<file path="config.mk">
export PLATFORM = sky130hd
export DESIGN_NAME = tdc_meas_ctrl
export DESIGN_NICKNAME = d
export VERILOG_FILES = /design/src/rtl/tdc_meas_ctrl.sv
export SDC_FILE = /design/constraint.sdc
export NUM_CORES = 1
export LEC_CHECK = 0
export CORE_MARGIN = 2
export CORE_UTILIZATION = 35
export DETAILED_ROUTE_END_ITERATION = 12
export DONT_BUFFER_PORTS = 1
export SLEW_MARGIN = 20
export SYNTH_ARGS = -nofsm -noshare
export SYNTH_HDL_FRONTEND = slang
export SYNTH_SLANG_ARGS = --single-unit
export TNS_END_PERCENT = 30
</file>
<file path="constraint.sdc">
create_clock -name clk -period 2.7 [get_ports clk]
set_input_delay 0.405 -clock clk [delete_from_list [all_inputs] [get_ports clk]]
set_output_delay 0.405 -clock clk [all_outputs]
set_load 0.01 [all_outputs]
</file>
<file path="src/rtl/tdc_meas_ctrl.sv">
// Measurement sequencer for the TDC datapath: launches 2^k pulses, samples the
// popcount a fixed latency after each launch and accumulates sum/min/max.
module tdc_meas_ctrl #(
   parameter  int N       = 64,
   parameter  int LAT     = 4,
   parameter  int LOG_MAX = 8,
   localparam int HW_W    = $clog2(N) + 1,
   localparam int SUM_W   = HW_W + LOG_MAX
) (
   input  logic             clk,
   input  logic             rst_n,
   input  logic             start,
   input  logic             abort,
   input  logic [3:0]       cfg_log2_samples,
   input  logic             cfg_src,
   input  logic             cfg_bypass,
   input  logic             cfg_both_edges,
   output logic             busy,
   output logic             tdc_en,
   output logic             tdc_pg_src,
   output logic             tdc_pg_bypass,
   output logic             tdc_pg_tog,
   input  logic [HW_W-1:0]  tdc_hw,
   output logic             res_valid,
   input  logic             res_ready,
   output logic [SUM_W-1:0] res_sum,
   output logic [HW_W-1:0]  res_min,
   output logic [HW_W-1:0]  res_max
);

   localparam int CNT_W = LOG_MAX + 1;

   typedef enum logic [2:0] {
      S_IDLE,
      S_ARM,
      S_LAUNCH,
      S_WAIT,
      S_SAMPLE,
      S_DONE
   } state_e;

   state_e           state_q;
   logic             level_q;
   logic             both_q;
   logic [3:0]       wait_q;
   logic [CNT_W-1:0] cnt_q;
   logic [CNT_W-1:0] target_q;
   logic             busy_q;
   logic             en_q;
   logic             src_q;
   logic             byp_q;
   logic             tog_q;
   logic             valid_q;
   logic [SUM_W-1:0] sum_q;
   logic [HW_W-1:0]  min_q;
   logic [HW_W-1:0]  max_q;

   logic [HW_W-1:0]  eff_d;
   logic             take_d;
   logic [CNT_W-1:0] cnt_d;
   logic [3:0]       k_clamp_d;
   logic [CNT_W-1:0] target_d;
   logic             abort_d;

   // Falling launches see the complement of the rising-edge popcount.
   always_comb begin
      eff_d     = level_q ? tdc_hw : (HW_W'(N) - tdc_hw);
      take_d    = level_q | both_q;
      cnt_d     = cnt_q + CNT_W'(1);
      k_clamp_d = (int'(cfg_log2_samples) > LOG_MAX) ? 4'(LOG_MAX) : cfg_log2_samples;
      target_d  = CNT_W'(1) << k_clamp_d;
      abort_d   = abort && (state_q != S_IDLE) && (state_q != S_DONE);
   end

   // NOTE: every state register uses non-blocking assignment so all of them
   // update together at the edge, independent of statement order.
   always_ff @(posedge clk or negedge rst_n) begin
      if (!rst_n) begin
         state_q  <= S_IDLE;
         level_q  <= 1'b0;
         both_q   <= 1'b0;
         wait_q   <= '0;
         cnt_q    <= '0;
         target_q <= '0;
         busy_q   <= 1'b0;
         en_q     <= 1'b0;
         src_q    <= 1'b0;
         byp_q    <= 1'b0;
         tog_q    <= 1'b0;
         valid_q  <= 1'b0;
         sum_q    <= '0;
         min_q    <= '0;
         max_q    <= '0;
      end else begin
         tog_q <= 1'b0;
         case (state_q)
            S_IDLE: begin
               if (start && !abort) begin
                  src_q    <= cfg_src;
                  byp_q    <= cfg_bypass;
                  both_q   <= cfg_both_edges;
                  target_q <= target_d;
                  sum_q    <= '0;
                  min_q    <= '1;
                  max_q    <= '0;
                  cnt_q    <= '0;
                  wait_q   <= '0;
                  // The pulse generator restarts from reset, so its level is low.
                  level_q  <= 1'b0;
                  busy_q   <= 1'b1;
                  en_q     <= 1'b1;
                  state_q  <= S_ARM;
               end
            end
            S_ARM: begin
               tog_q   <= 1'b1;
               state_q <= S_LAUNCH;
            end
            S_LAUNCH: begin
               level_q <= ~level_q;
               wait_q  <= 4'd1;
               state_q <= S_WAIT;
            end
            S_WAIT: begin
               if (wait_q == 4'(LAT)) begin
                  state_q <= S_SAMPLE;
               end else begin
                  wait_q <= wait_q + 4'd1;
               end
            end
            S_SAMPLE: begin
               if (take_d) begin
                  sum_q <= sum_q + SUM_W'(eff_d);
                  if (eff_d < min_q) min_q <= eff_d;
                  if (eff_d > max_q) max_q <= eff_d;
                  cnt_q <= cnt_d;
               end
               if (take_d && (cnt_d == target_q)) begin
                  en_q    <= 1'b0;
                  valid_q <= 1'b1;
                  state_q <= S_DONE;
               end else begin
                  tog_q   <= 1'b1;
                  state_q <= S_LAUNCH;
               end
            end
            S_DONE: begin
               if (res_ready) begin
                  valid_q <= 1'b0;
                  busy_q  <= 1'b0;
                  state_q <= S_IDLE;
               end
            end
            default: state_q <= S_IDLE;
         endcase

         if (abort_d) begin
            state_q <= S_IDLE;
            busy_q  <= 1'b0;
            en_q    <= 1'b0;
            tog_q   <= 1'b0;
            valid_q <= 1'b0;
         end
      end
   end

   assign busy          = busy_q;
   assign tdc_en        = en_q;
   assign tdc_pg_src    = src_q;
   assign tdc_pg_bypass = byp_q;
   assign tdc_pg_tog    = tog_q;
   assign res_valid     = valid_q;
   assign res_sum       = sum_q;
   assign res_min       = min_q;
   assign res_max       = max_q;

endmodule

</file>
==> results.md, run 1 <==
- CTS tree: built
- Multi-input logic area: 2140 sq um
- Top delay family on crit path: compound AO/OA/AOI/OAI gates
- Sink Count: 62
- Pins Over Slew Limit: 0
- FF/Latch Area: 1550 sq um
- Worst-path maximum fanout: 7
- Pre-CTS setup slack: -24.3 ps
- Worst-Margin Slew: 573 ps
- Worst R2R End: res_min[6]
- Cell depth of the worst hold path: 1
- Antenna Cells: 0
- Total number of vias: 3,143
- Worst r2r src: level_q
- Top post-synthesis cells by count: dfrtp_1, nand2_1, nor2_1
- Post-synth top area share: 40.3%
- Hold Violations, Final: 0
- Register-to-Register Setup Slack: 230 ps
- Tot GR Track Use: 17.4%
- Grt total ovfl: 0
- Type of origin of the critical path: flop
- H-tree levels: 3
- Input/output buffers: 0
- Net Sw Frac: 29.6%
- Slew headroom: 61.5%
- DR iter-0 viols: 187
- Fill cell count: 1,065
- Pwr/cell area: 619 nW/um^2
- Finish-stage setup viols: 0
- GPL Wtd Cong: 0.828
- I/O pin cnt: 54
- Worst Reg-to-Reg Cells: 9
- Tcrit/Tclk final: 91.6%
- Initial antenna violation count: 0
- Cell Area, Synth: 3850 sq um
- Worst EP required: 2930 ps
- Yosys warns: 0
- Hold endpoint: target_q[3]
- Final HPWL from detailed placement: 7.19 mm
- Async set-reset flop share out of synthesis: 100%
- Leakage: 2.01 nW
- Dpl cells: 567
- Worst VDD drop: 0.000307 V
- Number of max-cap violations: 0
- Int Pwr: 1.93 mW
- Met1 usage: 21.6%
- Gr busiest metal: met2
- Hold crit path type: input port to flop
- Critical-path cell list: a21oi_1 > xnor2_1 > inv_1 > ha_1 > a211oi_1 > nor2_1 > o41ai_4 > buf_4 > mux2_2
- Most frequent cell after synthesis: dfrtp_1
- Fin worst setup slack: 227 ps
- Vias/cell: 5.36
- DR DRC count: 0
- Slowest stage delay, CP: 470 ps
- Distinct cells, synth: 52
- Met2 GRT Util: 28.8%
- Sequential share of power: 37.8%
- CP endpoint kind: flop
- Die Footprint: 11,800 sq um
- Switching power total: 0.813 mW
- Yosys reg bits: 62
- Max frequency: 404 MHz
- Vias in the first global route: 3,230
- Worst-Skew Late Latency: 340 ps
- Seq/Total Area, Yosys: 40.3%
- Most used flip-flop cell after synthesis: dfrtp_1
- Comb pwr share: 24.2%
- Post-DP Area: 4110 sq um
- Post-synth EDFFs: 0
- Initial Utilization: 35.6%
- Reg clk slew, reported paths: 70 ps
- HP Start: cfg_log2_samples[3]
- Design Area, Final: 4430 sq um
- Fin Clk Skew: 9.96 ps
- Drt pass-1 iters: 4
- Top cells by area, synth: dfrtp_1, ha_1, nand2_1
- Power Total: 2.75 mW
- Status: completed
- Crit path max-delay cell type: dfrtp_2
- Root buf cell: clkbuf_8
- Arrival time worst endpoint: 2700 ps
- Max clock buf depth: 2
- Clock Power Share: 38.0%
- Synth Net Count: 467
- Die width: 109 microns
- Setup CP Type: flop to flop
- Final ANT Viol Nets: 0
- Row cnt: 38
- Yosys top cell by area: dfrtp_1
- Fin cells: 586
- Final net count: 485
- Syn avg cell area: 9.09 sq um
- Fin crit period: 2470 ps
- Num CTS Buffers: 9
- GR Util met3: 5.62%
- Area delta synth->final: 15.2%
- First-pass GRT wire length: 16.0 mm
- Die H: 109 microns
- RSZ-0062 raised after global routing: false
- Cells after synthesis: 423
- Worst path bufs/invs: 2
- Routed WL: 9.51 mm
- Avg WL per Cell: 16.2 microns
- Fraction of layout cells with a size suffix above 1: 13.0%
- Core area: 10,800 sq um
- Largest net degree at the start of global routing: 63
-- kinds of logic after synthesis --
| group | synth area share, % |
|---|---|
| adders and majority gates | 8.33 |
| buffers and inverters | 4.39 |
| and+or+nand+nor | 18.7 |
| muxes | 4.13 |
| xor gates and xnor gates | 7.74 |
| AOI/OAI and AO/OA | 16.4 |
| DFF | 40.3 |
-- how the worst max path moves through the flow --
stage	depth (start not counted)	slack, ps	start	end
finish	9	230	level_q	res_min[6]
global route	9	30	level_q	res_min[6]
CTS	9	130	level_q	res_min[4]
detailed placement	10	-20	tdc_hw[0]	res_min[4]
global placement	10	40	tdc_hw[0]	res_min[0]
floorplan	9	130	tdc_hw[0]	res_min[0]
-- worst reg2reg max path: cells and delay by family (launching register included) --
kind / cells / cell delay (ps)
and+or+nand+nor: 1 / 100
muxes: 1 / 340
DFF: 1 / 470
AOI/OAI and AO/OA: 3 / 640
buffers and inverters: 2 / 320
adders and majority gates: 1 / 320
xor gates and xnor gates: 1 / 170
-- repair_timing --
action / CTS / global route
endpoints found under the hold margin: 62 / 0
setup buffers: 0 / 1
hold buffers: 2 / 0
gates resized for setup: 0 / 6
endpoints found under the setup margin: 0 / 22
-- metrics by stage --
step	utilization [%]	TNS (ps)	hold slack (ps)
2_1_floorplan	-	0	109
3_5_place_dp	38.1	-116	111
3_3_place_gp	38.1	0	112
6_report	41.1	0	164
4_1_cts	40.8	0	141
5_1_grt	41.1	0	149
-- per-layer routing --
metal / up-vias / wire [microns] / share of wire [%]
li1: 1526 / - / -
met1: 1534 / 4220 / 44
met2: 74 / 4580 / 48
met3: 9 / 605 / 6.4
met4: 0 / 106 / 1.1
met5: - / 0 / 0
-- area by class of cell --
type                            count  area share [%]
Sequential cell                    62            35.0
Clock buffer                       11            3.42
Clock inverter                      5            2.37
Inverter                           25            2.12
Tap cell                          140            3.95
Multi-Input combinational cell    318            48.4
Timing Repair Buffer               25            4.74
-- cells in the final DEF, fill, tap and decap left out, types with 12 or more instances in the layout --
cell,instances
xor2_1,18
buf_4,23
nand2_1,59
dfrtp_1,61
inv_1,25
nor2_1,35
ha_1,24
xnor2_1,16
o21ai_0,31
a21oi_1,12
-- state kept, by name, indices dropped and copies added, names as in the netlist --
| name | flops |
|---|---|
| tdc_en | 1 |
| both_q | 1 |
| tdc_pg_tog | 1 |
| busy | 1 |
| res_valid | 1 |
| state_q | 3 |
| wait_q | 4 |
| tdc_pg_bypass | 1 |
| res_sum | 15 |
| tdc_pg_src | 1 |
| cnt_q | 9 |
| res_min | 7 |
| level_q | 1 |
| target_q | 9 |
| res_max | 7 |
-- power groups by stage --
| stage | registers [mW] | logic, mW | clock network, mW |
|---|---|---|---|
| after floorplan | 1.02 | 0.443 | 0 |
| after global placement | 1.05 | 0.610 | 0 |
| after detailed placement | 1.05 | 0.630 | 0 |
| after CTS | 1.03 | 0.659 | 1.07 |
| after global routing | 1.04 | 0.751 | 1.11 |
| final | 1.04 | 0.666 | 1.04 |
Note: power is estimated with default switching activity, not from simulation.
==> run 2, diff against run 1 <==
Clock period 2.7 ns to 3.19 ns, I/O delays scaled along.
==> results.md, run 2 (synthesis results as in run 1) <==
- Final net count: 469 (-3.3%)
- Status: completed
- DR iter-0 viols: 155 (-17%)
- Die H: 109 microns (unchanged)
- Worst EP required: 3430 ps (+500 ps)
- Routed WL: 9.11 mm (-4.2%)
- Most frequent cells in the layout: dfrtp_1, nand2_1, nor2_1
- Die width: 109 microns (unchanged)
- Grt total ovfl: 0 (unchanged)
- Row cnt: 38 (unchanged)
- CTS tree: built
- Worst-path maximum fanout: 9 (+2)
- Num CTS Buffers: 9 (unchanged)
- Setup_tns: 0 ps (unchanged)
- Post-CTS setup buffers: 0 (unchanged)
- Top delay family on crit path: flip-flops
- Input/output buffers: 0 (unchanged)
- Most common cell after layout, fill and taps aside: dfrtp_1
- Antenna Cells: 0 (unchanged)
- Pins Over Slew Limit: 0 (unchanged)
- Leakage: 1.90 nW (-5.7%)
- Area delta synth->final: 9.37%
- RSZ-0062 raised after global routing: false
- Die Footprint: 11,800 sq um (unchanged)
- Resize count post-CTS: 0 (unchanged)
- Number of max-cap violations: 0 (unchanged)
- Worst-Skew Late Latency: 350 ps (about the same)
- I/O pin cnt: 54 (unchanged)
- Fin worst setup slack: 254 ps (+27.5 ps)
- DR DRC count: 0 (unchanged)
- Fin Clk Skew: 5.82 ps (-4.14 ps)
- Pwr/cell area: 470 nW/um^2 (-24%)
- Total number of vias: 3,042 (-3.2%)
- Fin cells: 569 (-2.9%)
- Slew headroom: 47.9% (-14 points)
- Final HPWL from detailed placement: 6.70 mm (-6.8%)
- Worst-Margin Slew: 781 ps (+207 ps)
- Largest net degree at the start of global routing: 63 (unchanged)
- Dominant cell type by count on the critical path: nor3_1
- Initial antenna violation count: 0 (unchanged)
- Avg WL per Cell: 16.0 microns (-1.3%)
- Arrival time worst endpoint: 3170 ps (+470 ps)
- Tcrit/Tclk final: 92.0% (+0.43 points)
- Fin crit period: 2940 ps (+463 ps)
- Setup CP Type: flop to flop
- Max clock buf depth: 2 (unchanged)
- Dpl cells: 552 (-2.6%)
- Hold Violations, Final: 0 (unchanged)
- Max frequency: 341 MHz (-16%)
- Sink Count: 62 (unchanged)
- Critical-path cell list: nor3_1 > nand3_1 > xor2_1 > inv_1 > ha_1 > nand4_1 > nor3_1 > o41ai_4 > mux2_2
- Max reg flops: 15 (unchanged)
- Finish-stage setup viols: 0 (unchanged)
- Fraction of layout cells with a size suffix above 1: 7.93% (-5.1 points)
- Worst path bufs/invs: 1 (-1)
- Drt pass-1 iters: 4 (unchanged)
- Tot GR Track Use: 16.7% (-0.67 points)
- Final ANT Viol Nets: 0 (unchanged)
- Worst VDD drop: 0.000253 V (-18%)
- Slowest stage delay, CP: 540 ps (+70 ps)
- Crit path max-delay cell type: dfrtp_1
- Vias in the first global route: 3,032 (-6.1%)
- Vias/cell: 5.35 (-0.32%)
- Type of origin of the critical path: flop
- H-tree levels: 3 (unchanged)
- Reg clk slew, reported paths: 70 ps (about the same)
- Root buf cell: clkbuf_8
- Hold crit path type: input port to flop
- CP endpoint kind: flop
- Pre-CTS setup slack: 194 ps (+219 ps)
- GPL Wtd Cong: 0.850 (+2.7%)
- Core area: 10,800 sq um (unchanged)
- Hold_buf cts: 2 (unchanged)
- Fill cell count: 1,087 (+2.1%)
- Initial Utilization: 35.6% (unchanged)
- First-pass GRT wire length: 15.2 mm (-5.0%)
## run 2: cell types whose count changed in the layout (fill, tap and decap cells not counted), moves of 2 or more
cell        previous run  this run
buf_4                 23         7
bufinv_16              3         0
clkbuf_1               0         3
clkinvlp_4             2         0
## run 2: where the power goes
part | switching (mW) | internal, mW
clock network | 0.301 | 0.320
registers | 0.0621 | 0.825
logic | 0.282 | 0.187
## run 2: path summary, 6_finish.rpt
kind                                startpoint     endpoint  slack (ps)  cells after the start
setup reg to reg                       level_q   res_min[4]         250                      9
min in group asynchronous                rst_n  res_sum[12]         660                      2
max in group asynchronous                rst_n   res_min[5]        2260                      2
hold reg to reg                    target_q[3]  target_q[3]         500                      2
hold / removal             cfg_log2_samples[1]  target_q[4]         220                      1
setup / recovery                       level_q   res_min[4]         250                      9
## run 2: final cells by class
type                            instances  area [sq um]  area share, %
Clock buffer                           14           163           3.87
Multi-Input combinational cell        318          2130           50.6
Tap cell                              140           175           4.16
Clock inverter                          1          5.00          0.119
Timing Repair Buffer                    9          90.1           2.14
Sequential cell                        62          1550           36.9
Inverter                               25          93.8           2.23
## run 2: routing by layer
layer,wire (microns),part of all wire (%),track usage [%]
met1,4000,44,20.9
met4,155,1.7,6.59
met2,4210,46,26.0
met5,0,0,0
met3,736,8.1,6.52
## run 2: stage by stage
step / util, % / cell area [sq um] / total power, mW / hold WS (ps)
after floorplan: - / 3850 / 1.24 / 183
after global placement: 37.1 / 4000 / 1.33 / 185
after detailed placement: 37.1 / 4000 / 1.35 / 185
after CTS: 39.0 / 4200 / 2.00 / 206
after global routing: 39.0 / 4210 / 2.12 / 201
final: 39.0 / 4210 / 1.98 / 219
==> run 3, diff against run 2 <==
Settings changed: ABC_AREA set to 1.
==> results.md, run 3 <==
- RSZ-0062 raised after global routing: false
- Cells after synthesis: 510 (+21%)
- GPL Wtd Cong: 0.892 (+4.9%)
- Number of max-cap violations: 0 (unchanged)
- Core area: 10,900 sq um (+0.88%)
- Worst-Skew Late Latency: 350 ps (about the same)
- Leakage: 2.14 nW (+13%)
- Worst Reg-to-Reg Cells: 11 (+2)
- Worst R2R End: res_sum[12]
- Synth Net Count: 554 (+19%)
- Worst EP required: 3430 ps (about the same)
- Core utilization of the finished layout: 39.9% (+0.92 points)
- Vias/cell: 5.03 (-6.0%)
- Post-synth top area share: 39.4% (-0.92 points)
- Yosys top cell by area: dfrtp_1
- Setup_tns: 0 ps (unchanged)
- Tot GR Track Use: 17.2% (+0.45 points)
- Initial antenna violation count: 0 (unchanged)
- Worst-path maximum fanout: 6 (-3)
- Fin cells: 665 (+17%)
- Num CTS Buffers: 9 (unchanged)
- Sink Count: 62 (unchanged)
- Hold Violations, Final: 0 (unchanged)
- Async set-reset flop share out of synthesis: 100% (unchanged)
- CTS tree: built
- Pwr/cell area: 820 nW/um^2 (+75%)
- Type of origin of the critical path: flop
- Final ANT Viol Nets: 0 (unchanged)
- Largest net degree at the start of global routing: 63 (unchanged)
- Worst-Margin Slew: 479 ps (-302 ps)
- Syn avg cell area: 7.72 sq um (-15%)
- Initial Utilization: 36.2% (+0.52 points)
- Die width: 110 microns (+1.1%)
- Fill cell count: 1,111 (+2.2%)
- Most used flip-flop cell after synthesis: dfrtp_1
- Final HPWL from detailed placement: 7.07 mm (+5.5%)
- CP endpoint kind: flop
- Row cnt: 38 (unchanged)
- Most frequent cell after synthesis: nand2_1
- Root buf cell: clkbuf_8
- Resize count post-CTS: 0 (unchanged)
- Hold endpoint: target_q[0]
- Die H: 110 microns (+1.1%)
- HP Start: cfg_log2_samples[1]
- Top cells by area, synth: dfrtp_1, nand2_1, ha_1
- First-pass GRT wire length: 15.9 mm (+4.3%)
- Slew headroom: 68.0% (+20 points)
- Hold_buf cts: 2 (unchanged)
- Fraction of layout cells with a size suffix above 1: 10.9% (+2.9 points)
- Cell depth of the worst hold path: 1 (unchanged)
- Seq/Total Area, Yosys: 39.4% (-0.92 points)
- Avg WL per Cell: 14.1 microns (-12%)
- Post-CTS setup buffers: 0 (unchanged)
- Top post-synthesis cells by count: nand2_1, inv_1, dfrtp_1
- Hold crit path type: input port to flop
- DR iter-0 viols: 167 (+7.7%)
- I/O pin cnt: 54 (unchanged)
- Max clock buf depth: 2 (unchanged)
- Register-to-Register Setup Slack: 620 ps (+360 ps)
- Routed WL: 9.40 mm (+3.2%)
- Setup CP Type: flop to flop
- Worst r2r src: level_q
- Fin crit period: 2570 ps (-362 ps)
- Input/output buffers: 0 (unchanged)
- H-tree levels: 3 (unchanged)
- Post-synth EDFFs: 0 (unchanged)
- Vias in the first global route: 3,233 (+6.6%)
- Grt total ovfl: 0 (unchanged)
- Drt pass-1 iters: 4 (unchanged)
- Most common cell after layout, fill and taps aside: nand2_1
- Tcrit/Tclk final: 80.7% (-11 points)
- Dpl cells: 647 (+17%)
- Final net count: 564 (+20%)
- Worst VDD drop: 0.000353 V (+40%)
- DR DRC count: 0 (unchanged)
- Die Footprint: 12,100 sq um (+2.3%)
- Yosys warns: 0 (unchanged)
- Yosys reg bits: 62 (unchanged)
- Antenna Cells: 0 (unchanged)
- Total number of vias: 3,342 (+9.9%)
- Arrival time worst endpoint: 2820 ps (-350 ps)
- Area delta synth->final: 10.4%
- Finish-stage setup viols: 0 (unchanged)
- Reg clk slew, reported paths: 70 ps (about the same)
- Max reg flops: 15 (unchanged)
- Status: completed
- Pins Over Slew Limit: 0 (unchanged)
- Most frequent cells in the layout: nand2_1, inv_1, dfrtp_1
- Cell Area, Synth: 3940 sq um (+2.3%)
- Distinct cells, synth: 41 (-21%)
- Fin Clk Skew: 8.97 ps (+3.15 ps)
- Max frequency: 389 MHz (+14%)
==> run 3: logic make-up (layout without fill, tap and decap cells) <==
group | Yosys count | in the layout | share of synthesized area, %
fa+ha+maj | 25 | 25 | 8.14
flops | 62 | 62 | 39.4
xor+xnor | 6 | 6 | 1.34
buf+inv | 87 | 102 | 8.90
compound gates | 91 | 91 | 13.3
simple gates | 239 | 239 | 29.0
==> run 3: how the worst max path moves through the flow <==
stage | start | depth (start not counted) | slack, ps | end
after floorplan | tdc_hw[0] | 14 | 640 | res_min[2]
after global placement | tdc_hw[2] | 11 | 430 | res_sum[10]
after detailed placement | tdc_hw[0] | 14 | 320 | res_sum[12]
after CTS | level_q | 11 | 630 | res_sum[12]
after global routing | tdc_hw[0] | 13 | 330 | res_sum[10]
final | level_q | 11 | 620 | res_sum[12]
==> run 3: area by class of cell <==
class	instances	area, sq um	area share (%)
well taps	140	175	4.03
clock buffers	12	145	3.34
inverters	80	300	6.91
multi-input cells	361	2030	46.8
repair buffers	6	67.6	1.56
flip-flops and latches	62	1550	35.7
clock inverters	4	70.1	1.61
==> run 3: where the power goes <==
group	switching (mW)	internal (mW)	leakage, nW
registers	0.285	1.00	0.824
clock network	0.311	0.459	0.110
logic	0.955	0.551	1.20
==> run 3: stage by stage <==
step / hold WS [ps] / cell area [sq um] / power (mW) / worst slack [ps]
final: 240 / 4340 / 3.56 / 616
after global routing: 233 / 4340 / 3.89 / 332
after CTS: 219 / 4340 / 3.60 / 630
after detailed placement: 185 / 4090 / 2.79 / 321
after global placement: 185 / 4090 / 2.76 / 426
after floorplan: 183 / 3940 / 2.42 / 644
==> run 3: layer usage <==
metal | part of all wire, % | global-route usage (%) | wire length [microns] | vias up
met3 | 6.1 | 4.12 | 569 | 14
met2 | 44 | 26.0 | 4150 | 83
met5 | 0 | 0 | 0 | -
met4 | 2.1 | 6.69 | 202 | 0
met1 | 48 | 23.7 | 4480 | 1550
li1 | - | - | - | 1695
==> run 3: critical path: stages, from the launching register on <==
cell	delay [ps]
dfrtp_1	450
inv_1	190
o31ai_1	110
xor2_1	380
ha_1	290
nand4_1	110
o21ai_0	410
nand2_1	170
nor2_1	160
nand3_1	80
nand2_1	60
nor2_1	40
